<file path="src/rtl/innerproduct_seq_ctrl.sv">
// -----------------------------------------------------------------------------
// innerproduct_seq_ctrl
//
// Computes hprime = sum over i of x[i] * theta[i] for N_FEAT features with one
// shared multiply-accumulate unit. Features come from a line-buffer window
// through a combinational random-access read port. Weights come from a
// synchronous theta ROM that has one cycle of read latency.
//
// Handshakes (both sides): a transfer happens on a rising clk edge where
// valid and ready are both high. The producer holds valid until that edge.
// The consumer may raise or drop ready at any time. The start side is
// in_valid/in_ready. The result side is out_valid/out_ready, and hprime is
// held stable while out_valid is high.
//
// Ports:
//   clk, rst_n            clock (rising edge), asynchronous active-low reset
//   in_valid / in_ready   start request / controller idle
//   x_idx, x_data         feature index out, feature value in (same cycle)
//   theta_addr            theta ROM address
//   theta_data            ROM data, valid one cycle after theta_addr
//   out_valid / out_ready result handshake
//   hprime                accumulated inner product
//   busy                  controller is not idle
//
// Optional feature: define INNERPRODUCT_SAT_EN to make the accumulator
// saturate at 2^TW-1 instead of wrapping modulo 2^TW.
// -----------------------------------------------------------------------------
module innerproduct_seq_ctrl #(
    parameter int N_FEAT = 81,
    parameter int XW     = 7,
    parameter int TW     = 32,
    parameter int AW     = 7
) (
    input  logic          clk,
    input  logic          rst_n,
    input  logic          in_valid,
    output logic          in_ready,
    output logic [AW-1:0] x_idx,
    input  logic [XW-1:0] x_data,
    output logic [AW-1:0] theta_addr,
    input  logic [TW-1:0] theta_data,
    output logic          out_valid,
    input  logic          out_ready,
    output logic [TW-1:0] hprime,
    output logic          busy
);

    typedef enum logic [1:0] {
        IDLE  = 2'd0,
        RUN   = 2'd1,
        DRAIN = 2'd2,
        DONE  = 2'd3
    } state_t;

    localparam logic [AW-1:0] LAST_IDX = AW'(N_FEAT - 1);

    state_t        state_q, state_d;
    logic [AW-1:0] idx_q, idx_d;
    logic [XW-1:0] x_q, x_d;
    logic          pv_q, pv_d;       // x_q and theta_data form a valid pair
    logic [TW-1:0] acc_q, acc_d;
    logic          in_ready_q, in_ready_d;
    logic          out_valid_q, out_valid_d;
    logic          busy_q, busy_d;

`ifdef INNERPRODUCT_SAT_EN
    logic             sat_q, sat_d;
    logic [XW+TW-1:0] prod_full;
    logic [TW:0]      sum_full;

    assign prod_full = {{TW{1'b0}}, x_q} * {{XW{1'b0}}, theta_data};
    assign sum_full  = {1'b0, acc_q} + {1'b0, prod_full[TW-1:0]};
`endif

    always_comb begin
        state_d = state_q;
        idx_d   = idx_q;
        x_d     = x_q;
        pv_d    = 1'b0;
        acc_d   = acc_q;
`ifdef INNERPRODUCT_SAT_EN
        sat_d   = sat_q;
`endif

        // Retire the pair fetched during the previous cycle.
        if (pv_q) begin
`ifdef INNERPRODUCT_SAT_EN
            // Once saturated, the accumulator stays clamped until the next start.
            if (sat_q || (|prod_full[XW+TW-1:TW]) || sum_full[TW]) begin
                acc_d = '1;
                sat_d = 1'b1;
            end else begin
                acc_d = sum_full[TW-1:0];
            end
`else
            acc_d = acc_q + TW'({{TW{1'b0}}, x_q} * {{XW{1'b0}}, theta_data});
`endif
        end

        case (state_q)
            IDLE: begin
                if (in_valid) begin
                    state_d = RUN;
                    idx_d   = '0;
                    acc_d   = '0;
`ifdef INNERPRODUCT_SAT_EN
                    sat_d   = 1'b0;
`endif
                end
            end
            RUN: begin
                // x is captured on the same edge the ROM registers theta,
                // so both halves of the pair line up one cycle after issue.
                x_d  = x_data;
                pv_d = 1'b1;
                if (idx_q == LAST_IDX) begin
                    idx_d   = '0;        // keeps the address outputs at 0 outside RUN
                    state_d = DRAIN;
                end else begin
                    idx_d = idx_q + 1'b1;
                end
            end
            DRAIN: begin
                state_d = DONE;
            end
            DONE: begin
                if (out_ready) begin
                    state_d = IDLE;
                end
            end
            default: begin
                state_d = IDLE;
            end
        endcase

        in_ready_d  = (state_d == IDLE);
        out_valid_d = (state_d == DONE);
        busy_d      = (state_d != IDLE);
    end

    always_ff @(posedge clk or negedge rst_n) begin
        if (!rst_n) begin
            state_q     <= IDLE;
            idx_q       <= '0;
            x_q         <= '0;
            pv_q        <= 1'b0;
            acc_q       <= '0;
            in_ready_q  <= 1'b1;
            out_valid_q <= 1'b0;
            busy_q      <= 1'b0;
`ifdef INNERPRODUCT_SAT_EN
            sat_q       <= 1'b0;
`endif
        end else begin
            state_q     <= state_d;
            idx_q       <= idx_d;
            x_q         <= x_d;
            pv_q        <= pv_d;
            acc_q       <= acc_d;
            in_ready_q  <= in_ready_d;
            out_valid_q <= out_valid_d;
            busy_q      <= busy_d;
`ifdef INNERPRODUCT_SAT_EN
            sat_q       <= sat_d;
`endif
        end
    end

    assign in_ready   = in_ready_q;
    assign out_valid  = out_valid_q;
    assign busy       = busy_q;
    assign hprime     = acc_q;
    assign x_idx      = idx_q;
    assign theta_addr = idx_q;

endmodule

</file>
<file path="config.mk">
export PLATFORM = sky130hd
export DESIGN_NAME = innerproduct_seq_ctrl
export DESIGN_NICKNAME = d
export VERILOG_FILES = /design/src/rtl/innerproduct_seq_ctrl.sv
export SDC_FILE = /design/constraint.sdc
export NUM_CORES = 1
export LEC_CHECK = 0
export BUFFER_PORTS_ARGS = -buffer_cell sky130_fd_sc_hd__clkbuf_2
export CAP_MARGIN = 5
export CORE_UTILIZATION = 45
export DETAILED_ROUTE_END_ITERATION = 8
export SETUP_SLACK_MARGIN = 0.3
export SLEW_MARGIN = 20
export SYNTH_ARGS = -nofsm -noshare
export SYNTH_HDL_FRONTEND = slang
export SYNTH_SLANG_ARGS = --single-unit
</file>
<file path="constraint.sdc">
create_clock -name clk -period 6.4 [get_ports clk]
set_input_delay 0.32 -clock clk [delete_from_list [all_inputs] [get_ports clk]]
set_output_delay 0.32 -clock clk [all_outputs]
set_load 0.02 [all_outputs]
</file>
==> results of run 1 <==
[layout by cell type, fill, tap and decap left out, types with 3 or more instances in the layout]
cell type  Yosys  final
clkbuf_2       0     91
nand3b_1       5      5
xor2_1        10     10
a31oi_1        6      6
a21oi_1       34     34
nor4_1         3      3
nand4_1        5      5
nand2b_1       5      5
buf_4          8      7
ha_1          43     43
nor2_1        40     40
a211oi_1       6      6
dfrtp_1       51     48
dfrtp_2        0      3
fa_1         162    162
o21bai_1       3      3
nand2_1      133    133
o21ai_0       31     31
inv_1        158    158
clkbuf_16      0      5
a21o_1         9      9
nand3_1       11     11
a211o_1        3      3
or2_2          3      3
mux2i_1       18     18
and2_1       110    110
xnor2_1       27     27
a211oi_2       3      3
[critical path, stage by stage (launching register included)]
cell	delay [ns]
dfrtp_1	0.77
buf_4	0.32
nand2_1	0.10
fa_1	0.54
inv_1	0.05
fa_1	0.44
fa_1	0.53
inv_1	0.05
fa_1	0.47
inv_1	0.05
ha_1	0.35
a211oi_1	0.30
o21ai_0	0.13
a211oi_1	0.23
o2111ai_1	0.27
o311ai_2	0.46
a21oi_1	0.14
xnor2_1	0.17
a21oi_1	0.10
[cell families after synthesis]
group	Yosys count	synth area share (%)
AO/OA/AOI/OAI	120	9.05
XOR/XNOR	37	3.68
adder cells (fa/ha/maj)	205	42.9
buffers and inverters	196	8.98
flip-flops	52	14.8
multiplexers	19	2.17
AND/OR/NAND/NOR	327	18.4
[stage by stage]
step | utilization (%) | worst slack (ns)
global route | 50.8 | 0.380
detailed placement | 49.9 | 0.652
finish | 50.8 | 0.765
global placement | 49.9 | 0.845
floorplan | - | 1.58
CTS | 50.7 | 0.610
[registers in the layout, indices dropped and copies added (netlist names)]
name,count
x_q,7
busy,1
in_ready,1
hprime,32
out_valid,1
state_q,2
theta_addr,7
pv_q,1
[repair_timing]
| action | 4_1_cts | 5_1_grt |
|---|---|---|
| setup endpoints to repair | 0 | 1 |
| setup buffers | 0 | 0 |
| hold endpoints to repair | 0 | 0 |
| resized for setup | 0 | 1 |
[layout make-up]
cell class | count | area, um^2
Multi-Input combinational cell | 708 | 6720
Clock inverter | 2 | 38.8
Tap cell | 260 | 325
Inverter | 158 | 593
Timing Repair Buffer | 98 | 508
Fill cell | 1855 | 9330
Sequential cell | 52 | 1310
Clock buffer | 6 | 129
[routing by layer]
layer / up-vias / routed length (um) / part of all wire [%] / GRT usage (%)
met5: - / 0 / 0 / 0
met4: 0 / 176 / 0.83 / 4.02
met3: 10 / 1130 / 5.3 / 3.41
met2: 173 / 9970 / 47 / 38.8
met1: 3310 / 10000 / 47 / 33.9
li1: 3094 / - / - / -
[worst paths after layout]
| check | cells past startpoint | slack, ns | to | start |
|---|---|---|---|---|
| max in group asynchronous | 2 | 5.73 | x_q[2] | rst_n |
| setup reg to reg | 18 | 0.77 | hprime[28] | x_q[1] |
| hold reg to reg | 2 | 0.56 | hprime[5] | hprime[5] |
| setup / recovery | 18 | 0.77 | hprime[28] | x_q[1] |
| hold / removal | 2 | 0.14 | hprime[6] | rst_n |
| min in group clk | 3 | 0.20 | x_q[3] | x_data[3] |
==> impl_results.md, run 1 <==
* Status: finished clean
* Clock transition at the registers of the reported paths at 0.08 ns
* First-pass GRT wire length at roughly 37 mm
* Sink Count at 52
* Cell area reported after detailed placement at 9450 um^2
* NumNets Final at 1,271
* Gp weighted congestion at 0.871
* Chip height at 142 um
* Routed length per placed instance at 16.6 um
* Wire length after detailed routing at around 21 mm
* Most instantiated cells after synthesis: fa_1, inv_1, nand2_1
* Sum of net half-perimeters after detailed placement at 16.9 mm
* Master cell of the clock root buffer: clkbuf_16
* Antenna violations before repair at 0
* Number of warnings issued by yosys at 0
* Largest net degree at the start of global routing at 53
* Most used flip-flop cell after synthesis: dfrtp_1
* Worst Setup End Kind: register
* Count of nets left with antenna violations after detail routing at 0
* Maximum buffer depth of the clock tree at 2
* Most frequently used cell type in the post-synthesis netlist: fa_1
* Cells after synthesis at approximately 960
* Setup repair after global routing missed its margin: false
* Post-synth design cell area at between 8000 and 9000 um^2
* Final-layout setup total negative slack at 0 ns
* Shortest period the worst path allows at 5.63 ns
* Share of async-settable or async-resettable flops after synthesis at 100%
* Port bufs at 91
* Worst-Margin Slew at 1.08 ns
* Top cell type's share of synthesized area at 36.8%
* Area of the core at 19,000 um^2
* Top Ports at a little over 90
* Class of the worst hold path: in2async
* Max-slew violation count at 0
* Mapped Nets at 1,204
* Count of endpoints failing setup in the final report at 0
* Cell row count at 50
* Initial core utilization at 46.5%
* Worst slew margin relative to its limit at 28.3%
* TritonCTS buffer count at 5
* Iteration-0 DRC count of the detailed router at 308
* Cell accounting for the most synthesized area: fa_1
* Synthesized area per cell at roughly 9 um^2
* Top area cells in the synthesized netlist: fa_1, dfrtp_1, and2_1, inv_1, ha_1
* Remaining global-route overflow at 0
* Number of global-route vias before repair at 6,967
* Number of synthesized flops with an enable pin at 0
* Critical path type: reg2reg
* Worst Path Arrival at slightly below 6 ns
* Max Cap Violations at 0
* Area of the die at 20,100 um^2
* Fin Hold WS at 0.140 ns
* Clk_lat worst skew at 0.31 ns
* Die extent in x at 142 um
* Total number of H-tree levels at 2
* Largest fanout of any net on the critical path at 19
* Final count of hold timing violations at 0
* Detailed Routing Iterations Pass 1 at 5
* Share of layout cells above drive strength 1 at 12.3%
* Upper clock frequency limit at 177 MHz
* Number of remaining DRC errors at 0
* Post-route design area at 9620 um^2
* Worst endpoint required time at 6.55 ns
* Number of hold buffers added after CTS at 0
* Non-Filler Instances at 1,284
* Clock tree from TritonCTS: done
* Max Clock Skew at 0.0112 ns
* Total vias in the final route at about 6,600
* Cell Count Post-Placement at approximately 1,300
* Total global routing track utilization at 23.7%
* Number of vias per cell after detailed routing at 5.13
* Number of distinct library cells after synthesis at 59
* Final period utilization at 88.0%
* Total inserted antenna cells at 0
* Proportion of synthesized chip area in sequential cells at 14.8%
* Kind of launch point of the worst setup path: register
* Yosys reg bits at between 50 and 60
* Layout overhead on the synthesized area at 9.22%
Power of run 1 is not shown: default switching activity piles up to over one toggle a cycle in this logic, so the estimate is an artifact.
==> run 2, diff against run 1 <==
--- a/config.mk
+++ b/config.mk
@@ -9,6 +9,7 @@
 export CAP_MARGIN = 5
 export CORE_UTILIZATION = 45
 export DETAILED_ROUTE_END_ITERATION = 8
+export MAX_ROUTING_LAYER = met4
 export SETUP_SLACK_MARGIN = 0.3
 export SLEW_MARGIN = 20
 export SYNTH_ARGS = -nofsm -noshare
==> impl_results.md, run 2 (synthesis results as in run 1) <==
* Status: finished clean
* Layout overhead on the synthesized area at 9.22%
* Master cell of the clock root buffer: clkbuf_16
* Die extent in x at 142 um
* Number of vias per cell after detailed routing at around 5.1
* Chip height at 142 um
* Max-slew violation count at 0
* Most frequent cells in the layout: fa_1, inv_1, nand2_1
* Initial core utilization at 46.5%
* Routed length per placed instance at ~17 um
* Setup repair after global routing missed its margin: false
* Count of endpoints failing setup in the final report at 0
* Worst r2r src: x_q[1]
* Sequential cell area at 1310 um^2
* Leading cell type in the layout, fill and taps excluded: fa_1
* Cell Count Post-Placement at 1,276
* NumNets Final at 1,271
* Upper clock frequency limit at 177 MHz
* TritonCTS buffer count at 5
* Flip-flop count of the largest register after layout at 32
* Area of the die at 20,100 um^2
* Total global routing track utilization at 24.4%
* Wire length after detailed routing at roughly 21 mm
* Sink Count at 52
* Remaining global-route overflow at 0
* Worst Setup End Kind: register
* Clock transition at the registers of the reported paths at about 0.080 ns
* Class of the worst hold path: in2async
* Iteration-0 DRC count of the detailed router at 298
* Largest net degree at the start of global routing at 53
* Buffers inserted by post-CTS timing repair at 0
* Final-layout setup total negative slack at 0 ns
* Top Ports at 92
* Timing startpoint of the critical path: x_q[1]
* Clk_lat worst skew at ~0.31 ns
* Fin Hold WS at 0.140 ns
* Max Cap Violations at 0
* Maximum buffer depth of the clock tree at 2
* Number of remaining DRC errors at 0
* Number of resized instances in the post-cts repair step at 0
* Worst R2R End: hprime[28]
* Number of hold buffers added after CTS at 0
* Final count of hold timing violations at 0
* Total number of H-tree levels at 2
* Sum of net half-perimeters after detailed placement at around 17 mm
* Total vias in the final route at 6,551
* Number of fillers in the final layout at 1,855
* Kind of launch point of the worst setup path: register
* Antenna violations before repair at 0
* Worst Reg2Reg Path Length in Cells at 18
* Largest fanout of any net on the critical path at 19
* Worst-Margin Slew at roughly 1.1 ns
* Max Clock Skew at ~0.011 ns
* Flop-to-flop setup slack at 0.76 ns
* Cell row count at 50
* Clock tree from TritonCTS: done
* Area of the core at 19,000 um^2
* Worst endpoint required time at 6.55 ns
* Total area of multi-input combinational cells at 6720 um^2
* Number of global-route vias before repair at 6,963
* Share of layout cells above drive strength 1 at approximately 12%
* Worst slew margin relative to its limit at 28.1%
* First-pass GRT wire length at 36.6 mm
* Critical path type: reg2reg
* Port bufs at 91
* Non-Filler Instances at 1,284
* Final period utilization at 88.1%
* Count of nets left with antenna violations after detail routing at 0
* Total inserted antenna cells at 0
* Gp weighted congestion at just under 0.9
* Worst Path Arrival at 5.79 ns
* Detailed Routing Iterations Pass 1 at 5
* Shortest period the worst path allows at 5.64 ns
## run 2: cell counts in the layout (fill, tap and decap cells not counted)
No cell type changed its count.
## run 2: area by class of cell
class	instances	area share, %
clock buffer	6	1.34
inverter	158	6.16
multi-input combinational	708	69.9
sequential	52	13.6
tap	260	3.38
timing repair buffer	98	5.28
clock inverter	2	0.403
## run 2: per-stage QoR
stage | worst slack [ns] | cell area (um^2) | util [%]
floorplan | 1.58 | 8810 | -
global placement | 0.845 | 9450 | 49.9
detailed placement | 0.652 | 9450 | 49.9
CTS | 0.610 | 9620 | 50.7
global route | 0.380 | 9620 | 50.8
finish | 0.761 | 9620 | 50.8
## run 2: metal layers
layer	track usage (%)	vias to the layer above	share of wire [%]
li1	-	3091	-
met1	34.0	3297	48
met2	38.7	155	47
met3	3.21	8	4.7
met4	4.02	0	0.71
met5	-	-	0
## run 2: worst max path at each step
| stage | end | slack [ns] | cells past startpoint |
|---|---|---|---|
| 2_1_floorplan | hprime[17] | 1.58 | 18 |
| 3_3_place_gp | hprime[30] | 0.84 | 18 |
| 3_5_place_dp | hprime[30] | 0.65 | 17 |
| 4_1_cts | hprime[28] | 0.61 | 17 |
| 5_1_grt | hprime[30] | 0.38 | 17 |
| 6_report | hprime[28] | 0.76 | 18 |
## run 2: critical path, cell delays in order, from the launching register on
cell       delay (ns)
dfrtp_1          0.79
buf_4            0.32
nand2_1          0.10
fa_1             0.54
inv_1            0.05
fa_1             0.44
fa_1             0.53
inv_1            0.05
fa_1             0.47
inv_1            0.05
ha_1             0.35
a211oi_1         0.30
o21ai_0          0.13
a211oi_1         0.23
o2111ai_1        0.26
o311ai_2         0.45
a21oi_1          0.14
xnor2_1          0.17
a21oi_1          0.10
Power of run 2 is left out for the same reason.
==> run 3, diff against run 2 <==
--- a/config.mk
+++ b/config.mk
@@ -5,9 +5,10 @@
 export SDC_FILE = /design/constraint.sdc
 export NUM_CORES = 1
 export LEC_CHECK = 0
+export ABC_AREA = 1
 export BUFFER_PORTS_ARGS = -buffer_cell sky130_fd_sc_hd__clkbuf_2
 export CAP_MARGIN = 5
-export CORE_UTILIZATION = 45
+export CORE_UTILIZATION = 35
 export DETAILED_ROUTE_END_ITERATION = 8
 export MAX_ROUTING_LAYER = met4
 export SETUP_SLACK_MARGIN = 0.3
==> impl_results.md, run 3 <==
* Layout overhead on the synthesized area at 10.1%
* Shortest period the worst path allows at ~5.3 ns
* Final count of hold timing violations at 0
* Top cell type's share of synthesized area at 33.4%
* Flop-to-flop setup slack at 1.11 ns
* Share of async-settable or async-resettable flops after synthesis at 100%
* Largest fanout of any net on the critical path at 22
* Max Clock Skew at 0.00883 ns
* Leading cell type in the layout, fill and taps excluded: nand2_1
* Delay of the slowest cell on the worst path at about 1 ns
* Worst r2r src: x_q[3]
* Sum of net half-perimeters after detailed placement at 21.7 mm
* Maximum buffer depth of the clock tree at 2
* Class of the worst hold path: in2async
* Cells after synthesis at 1,336
* Proportion of synthesized chip area in sequential cells at 13.4%
* Total global routing track utilization at roughly 21%
* Most used flip-flop cell after synthesis: dfrtp_1
* Worst Setup End Kind: register
* NumNets Final at 1,657
* Flip-flop count of the largest register after layout at 32
* Port bufs at 91
* Top Ports at between 90 and 100
* Master cell of the clock root buffer: clkbuf_16
* Worst-Margin Slew at 1.07 ns
* Max-slew violation count at 0
* Mapped Nets at approximately 1,600
* Count of endpoints failing setup in the final report at 0
* Worst Path Arrival at 5.50 ns
* Clock transition at the registers of the reported paths at about 0.080 ns
* Synthesized area per cell at approximately 7.3 um^2
* XOR/XNOR share of the synthesized area at less than 1%
* Most instantiated cells after synthesis: nand2_1, inv_1, fa_1
* Cell row count at 60
* Mux cell area share after synthesis at 0%
* Cell accounting for the most synthesized area: fa_1
* Iteration-0 DRC count of the detailed router at 465
* Number of warnings issued by yosys at 0
* Upper clock frequency limit at 189 MHz
* Yosys reg bits at 52
* Number of vias per cell after detailed routing at 4.64
* Status: finished clean
* Levels on crit path at 19
* Number of buffer and inverter stages on the critical path at 5
* Basic-gate share of the synthesized area counting and, or, nand and nor cells at roughly a quarter
* Top area cells in the synthesized netlist: fa_1, nand2_1, inv_1, dfrtp_1, ha_1
* Number of resized instances in the post-cts repair step at 0
* Non-Filler Instances at 1,782
* Area of the die at between 20,000 and 30,000 um^2
* Number of global-route vias before repair at ~8,600
* Post-synth design cell area at 9710 um^2
* Cell breakdown of the critical path: buf_4, nand2_1, fa_1, inv_1, fa_1, fa_1, inv_1, fa_1, inv_1, ha_1, a21oi_1, a21boi_2, nand3_1, nand2_1, nand3_1, nand2_1, nand3_1, nand2_1, inv_1
* Total vias in the final route at 8,266
* Number of synthesized flops with an enable pin at 0
* Largest net degree at the start of global routing at 53
* Max Cap Violations at 0
* Kind of launch point of the worst setup path: register
* Worst Reg2Reg Path Length in Cells at 19
* Setup repair after global routing missed its margin: false
* Worst R2R End: hprime[28]
* Top Family by Delay on Critical Path: adder cells
* Total inserted antenna cells at 0
* Wire length after detailed routing at 26.5 mm
* Chip height at 169 um
* Final period utilization at 82.6%
* Antenna violations before repair at 0
* Post-synthesis adder-cell area fraction at 38.9%
* Synthesized-area fraction occupied by ao, oa, aoi and oai cells at 5.81%
* Gp weighted congestion at about 0.93
* Buffers inserted by post-CTS timing repair at 0
* Worst endpoint required time at between 6 and 7 ns
* First-pass GRT wire length at 44.7 mm
* Detailed Routing Iterations Pass 1 at 5
* Clock tree from TritonCTS: done
* Die extent in x at 169 um
* Number of hold buffers added after CTS at 0
* Area of the core at 27,100 um^2
* Number of remaining DRC errors at 0
* Share of layout cells above drive strength 1 at 11.6%
* Final-layout setup total negative slack at 0 ns
* Count of nets left with antenna violations after detail routing at 0
* Total number of H-tree levels at 2
* Routed length per placed instance at 14.9 um
* Worst slew margin relative to its limit at 28.5%
* Largest family of logic cells by synthesized area: adder cells
* Most frequent cells in the layout: nand2_1, inv_1, fa_1
* Critical path type: reg2reg
* Most frequently used cell type in the post-synthesis netlist: nand2_1
* Crit path max-delay cell type: dfrtp_1
* Remaining global-route overflow at 0
* Sink Count at 52
* Cell Count Post-Placement at 1,774
* TritonCTS buffer count at 5
* Initial core utilization at 35.8%
* Clk_lat worst skew at between 0.3 and 0.4 ns
* Number of distinct library cells after synthesis at 46
## run 3: through the flow
stage / hold WS (ns) / util (%) / setup slack [ns] / instance area (um^2)
2_1_floorplan: 0.0244 / - / 2.01 / 9710
3_3_place_gp: 0.516 / 38.9 / 1.18 / 10500
3_5_place_dp: 0.524 / 38.9 / 1.17 / 10500
4_1_cts: 0.171 / 39.4 / 1.12 / 10700
5_1_grt: 0.209 / 39.4 / 0.873 / 10700
6_report: 0.155 / 39.4 / 1.11 / 10700
## run 3: area by class of cell
cell class | count | area (um^2)
Clock buffer | 5 | 125
Clock inverter | 3 | 27.5
Fill cell | 2908 | 16400
Inverter | 362 | 1360
Multi-Input combinational cell | 884 | 6850
Sequential cell | 52 | 1300
Tap cell | 372 | 465
Timing Repair Buffer | 104 | 553
## run 3: worst register-to-register path, delay by kind of cell (launching register included)
family / cells / cell delay [ns]
compound gates: 2 / 0.57
flops: 1 / 1.02
buf+inv: 5 / 0.52
fa+ha+maj: 5 / 2.32
simple gates: 7 / 0.74
## run 3: worst max path at each step
stage                start          to
finish              x_q[3]  hprime[28]
global route        x_q[3]  hprime[28]
CTS                 x_q[3]  hprime[28]
detailed placement  x_q[3]  hprime[28]
global placement    x_q[3]  hprime[28]
floorplan           x_q[4]  hprime[25]
## run 3: logic make-up (layout without fill, tap and decap cells)
group,count (synthesis),after routing
xor+xnor,11,11
buf+inv,400,474
compound gates,94,94
fa+ha+maj,205,205
flops,52,52
simple gates,574,574
## run 3: metal layers
metal | vias to the layer above | track usage (%) | part of all wire (%)
li1 | 4014 | - | -
met1 | 4063 | 26.7 | 47
met2 | 159 | 34.9 | 49
met3 | 30 | 1.92 | 3.0
met4 | 0 | 4.62 | 1.7
met5 | - | - | 0
Power of run 3 is left out for the same reason.
